===== src/rtl/tone_bank.sv =====
// Multi-channel square-wave tone generator with live-retunable half-periods,
// global phase resync and a registered popcount of the channel outputs.
module tone_bank #(
    parameter int unsigned CHANNELS = 7,
    parameter int unsigned CNT_W    = 18,
    parameter int unsigned ADDR_W   = 3,
    parameter logic [CHANNELS*CNT_W-1:0] DEFAULT_HALF = {
        18'd143172, 18'd151685, 18'd170264, 18'd191109,
        18'd202478, 18'd227272, 18'd255102
    }
) (
    input  logic                             clk,
    input  logic                             reset,
    input  logic [CHANNELS-1:0]              enable,
    input  logic                             resync,
    input  logic                             wr_en,
    input  logic [ADDR_W-1:0]                wr_addr,
    input  logic [CNT_W-1:0]                 wr_data,
    output logic [CHANNELS-1:0]              speaker,
    output logic [$clog2(CHANNELS+1)-1:0]    mix
);

    localparam int unsigned MIX_W = $clog2(CHANNELS + 1);

    logic [CNT_W-1:0]    cnt_q  [CHANNELS];
    logic [CNT_W-1:0]    cnt_d  [CHANNELS];
    logic [CNT_W-1:0]    half_q [CHANNELS];
    logic [CNT_W-1:0]    half_d [CHANNELS];
    logic [CHANNELS-1:0] spk_q;
    logic [CHANNELS-1:0] spk_d;
    logic [MIX_W-1:0]    mix_q;
    logic [MIX_W-1:0]    mix_d;

    // Per-channel counters, half-period writes and output popcount.
    always_comb begin
        spk_d = spk_q;
        mix_d = '0;
        for (int unsigned i = 0; i < CHANNELS; i++) begin
            cnt_d[i]  = cnt_q[i];
            half_d[i] = half_q[i];
            if (resync || !enable[i]) begin
                cnt_d[i] = '0;
                spk_d[i] = 1'b0;
            end else if (cnt_q[i] >= half_q[i]) begin
                // >= lets a freshly written smaller half-period toggle at once
                cnt_d[i] = '0;
                spk_d[i] = ~spk_q[i];
            end else begin
                cnt_d[i] = cnt_q[i] + CNT_W'(1);
            end
            // Addresses at or beyond CHANNELS never match, so they are dropped.
            if (wr_en && (wr_addr == ADDR_W'(i))) begin
                half_d[i] = wr_data;
            end
            mix_d = mix_d + MIX_W'(spk_q[i]);
        end
    end

    always_ff @(posedge clk) begin
        if (reset) begin
            for (int unsigned i = 0; i < CHANNELS; i++) begin
                cnt_q[i]  <= '0;
                half_q[i] <= DEFAULT_HALF[i*CNT_W +: CNT_W];
            end
            spk_q <= '0;
            mix_q <= '0;
        end else begin
            for (int unsigned i = 0; i < CHANNELS; i++) begin
                cnt_q[i]  <= cnt_d[i];
                half_q[i] <= half_d[i];
            end
            spk_q <= spk_d;
            mix_q <= mix_d;
        end
    end

    assign speaker = spk_q;
    assign mix     = mix_q;

endmodule


===== config.mk =====
export PLATFORM = sky130hd
export DESIGN_NAME = tone_bank
export DESIGN_NICKNAME = d
export VERILOG_FILES = /design/src/rtl/tone_bank.sv
export SDC_FILE = /design/constraint.sdc
export NUM_CORES = 1
export LEC_CHECK = 0
export CAP_MARGIN = 20
export CORE_MARGIN = 4
export CORE_UTILIZATION = 35
export DETAILED_ROUTE_END_ITERATION = 10
export PLACE_DENSITY = 0.53
export SYNTH_ARGS = -nofsm -noshare
export SYNTH_HDL_FRONTEND = slang
export SYNTH_SLANG_ARGS = --single-unit

===== constraint.sdc =====
create_clock -name clk -period 3.07 [get_ports clk]
set_clock_uncertainty 0.05 [all_clocks]
set_input_delay 0.614 -clock clk [delete_from_list [all_inputs] [get_ports clk]]
set_output_delay 0.614 -clock clk [all_outputs]
set_load 0.05 [all_outputs]

==> results.sh <==
export IMPL_critPathMaxFanout=4
export IMPL_post_cts_setup_buffers=0
export IMPL_wl_per_cell_um=15.22
export IMPL_grt_pass1_vias=9767
export IMPL_highest_layer="met4"
export IMPL_hold_viol_final=0
export IMPL_regArea_um2=5245
export IMPL_cts_resized=0
export IMPL_num_vias=10170
export IMPL_synth_seq_cells=262
export IMPL_worst_ir_drop_vdd_uv=395.2
export IMPL_fmax_ghz=0.3927
export IMPL_ant_nets=0
export IMPL_cp_slowest_cell="clkdlybuf4s50_1"
export IMPL_cts_sinks=262
export IMPL_numPortBuffers=41
export IMPL_core_area_um2=36700
export IMPL_cts_root_buf="clkbuf_16"
export IMPL_max_cap_violations=0
export IMPL_async_reset_ff_frac=0
export IMPL_multi_input_area_um2=7119
export IMPL_crit_chain="clkdlybuf4s50_1"
export IMPL_tightest_slew_ns=0.7597
export IMPL_slew_violations=0
export IMPL_max_stage_delay_ns=0.90
export IMPL_syn_avg_cell_area_um2=8.384
export IMPL_drtIter0Drc=521
export IMPL_preCtsSetupSlack_ns=0.5605
export IMPL_cp_end_kind="output port"
export IMPL_antenna_found_initial=1
export IMPL_ys_seq_area_frac=0.4010
export IMPL_crit_path_start_kind="flip-flop"
export IMPL_fin_crit_sh=0.8295
export IMPL_die_area_um2=40520
export IMPL_synthCells=1560
export IMPL_clk_latency_ns=0.55
export IMPL_cts_tree="yes"
export IMPL_holdBufCountCts=0
export IMPL_ys_flop_type="dfxtp_1"
export IMPL_yosys_warnings=0
export IMPL_crit_family="buffers and inverters"
export IMPL_start_util=0.3564
export IMPL_track_usage=0.1556
export IMPL_synth_fp_nets=1729
export IMPL_fp_row_count=70
export IMPL_critPathKind="reg -> out"
export IMPL_synth_top_cell_area_share=0.4010
export IMPL_wl_met1_um=16100
export IMPL_drive_gt1_frac=0.05224
export IMPL_leakage_uw=0.006312
export IMPL_cts_buffers=30
export IMPL_drc=0
export IMPL_ys_types=49
export IMPL_globalplace_congestion=0.7796
export IMPL_pwr_density_cell_nw_per_um2=484.7
export IMPL_vias_per_cell=4.851
export IMPL_synth_area_top_cells="dfxtp_1 (40%), ha_1 (13%), nand2_1 (6.5%), nor2_1 (5.6%), xor2_1 (5.2%)"
export IMPL_crit_arrival_ns=1.88
export IMPL_die_h_um=201.3
export IMPL_tns_ns=0
export IMPL_clk_path_buf_depth=3
export IMPL_overflow=0
export IMPL_dp_hpwl_um=22230
export IMPL_placed_cells=2044
export IMPL_syn_cell_area_um2=13080
export IMPL_ioPinCount=42
export IMPL_grt_pass1_wl_um=52100
export IMPL_grt_max_degree=130
export IMPL_layout_nets=1777
export IMPL_setup_ws_ns=0.5235
export IMPL_cp_num_buf_inv=1
export IMPL_clkTransAtPathRegs_ns=0.06
export IMPL_hold_slack_ns=0.3685
export IMPL_cts_max_level=1
export IMPL_chipWidth_um=201.3
export IMPL_synth_edff_count=0
export IMPL_setup_viol=0
export IMPL_netlist_top_cell_by_area="dfxtp_1"
export IMPL_wl_um=31900
export IMPL_firstDrtPassIters=4
export IMPL_layout_cells_non_filler=2096
export IMPL_syn2layout_area_growth_pct=14.76
export IMPL_met2WireLength_um=14090
export IMPL_dr_wl_met3_um=800
export IMPL_final_fill_count=3698
export IMPL_status="finished clean"
export IMPL_max_slew_margin=0.4919
export IMPL_min_path_type="in -> reg"
export IMPL_finalCriticalPeriod_ns=2.546
export IMPL_rsz0062_at_grt="false"
export IMPL_required_ns=2.41
[state kept, by name, indices dropped and copies added (netlist names)]
register,count
half_q,126
cnt_q,126
speaker,7
mix,3
[area by class of cell]
type	count	share of cell area
diodes	1	0.0001667
clock inverters	3	0.001000
repair buffers	61	0.03885
flip-flops and latches	262	0.3494
clock buffers	48	0.06194
multi-input cells	1112	0.4743
well taps	468	0.03901
inverters	141	0.03526
[worst paths after layout]
| kind | from | endpoint | slack [ns] | cells after the start |
|---|---|---|---|---|
| min | reset | speaker[2]$_SDFFE_PP0P_ | 0.37 | 4 |
| max reg2reg | speaker[0]$_SDFFE_PP0P_ | mix[1]$_SDFF_PP0_ | 0.57 | 8 |
| min reg2reg | half_q[6][12]$_SDFFE_PP0P_ | half_q[6][12]$_SDFFE_PP0P_ | 0.40 | 2 |
| max | speaker[3]$_SDFFE_PP0P_ | speaker[3] | 0.52 | 1 |
[synth_stat cells, types with 3 or more instances]
cell type and number:
nor4_1 3, xnor2_1 37, nand2b_1 11, nand3b_1 24
nor2_2 3, o211a_1 3, fa_1 4, clkbuf_1 41
inv_1 141, a21o_1 15, nor2_4 7, and4_1 12
a211o_1 42, and3_1 23, nand2_1 228, nor2_1 196
o21a_1 3, nand4_1 37, nor3_1 10, nand3_1 77
nor3b_1 3, a21oi_1 116, nor2b_1 9, o21ai_0 16
ha_1 133, dfxtp_1 262, xor2_1 77
[routing by layer]
layer,track usage,up-vias
met1,0.2204,4694
li1,-,5316
met5,0,-
met3,0.02015,51
met2,0.2520,107
met4,0.04028,0
[layout by cell type, fill, tap and decap left out, types with 4 or more instances in the layout]
cell type / instances
dfxtp_1: 262
nand2_1: 228
nor2_1: 194
inv_1: 141
ha_1: 133
a21oi_1: 116
nand3_1: 77
xor2_1: 77
a211o_1: 42
clkdlybuf4s50_1: 40
nand4_1: 37
xnor2_1: 37
clkbuf_16: 31
nand3b_1: 24
and3_1: 23
buf_4: 19
o21ai_0: 16
a21o_1: 15
and4_1: 12
nand2b_1: 11
nor2b_1: 9
clkbuf_8: 9
nor3_1: 8
clkbuf_1: 8
nor2_4: 7
nor2_2: 5
fa_1: 4
[logic make-up (layout without fill, tap and decap cells)]
family	count (synthesis)	count (layout)	synth area share
and+or+nand+nor	653	653	0.2328
DFF	262	262	0.4010
AOI/OAI and AO/OA	208	208	0.1007
buffers and inverters	186	253	0.05577
adders and majority gates	137	137	0.1334
xor gates and xnor gates	114	114	0.07634
other	0	1	0
[power by group]
group	internal [µW]	leakage [µW]	switching, µW
Sequential	3450	0.00212	24.9
Combinational	133	0.00372	242
Clock	2040	0.000468	1380
[through the flow]
stage	instance area, µm²	power [µW]	util
6_report	15010	7275	0.4090
5_1_grt	15010	7572	0.4090
4_1_cts	15010	7399	0.4089
3_5_place_dp	14060	3932	0.3832
3_3_place_gp	14060	3926	0.3832
2_1_floorplan	13080	3753	-
Power figures use the tool's default switching activity.
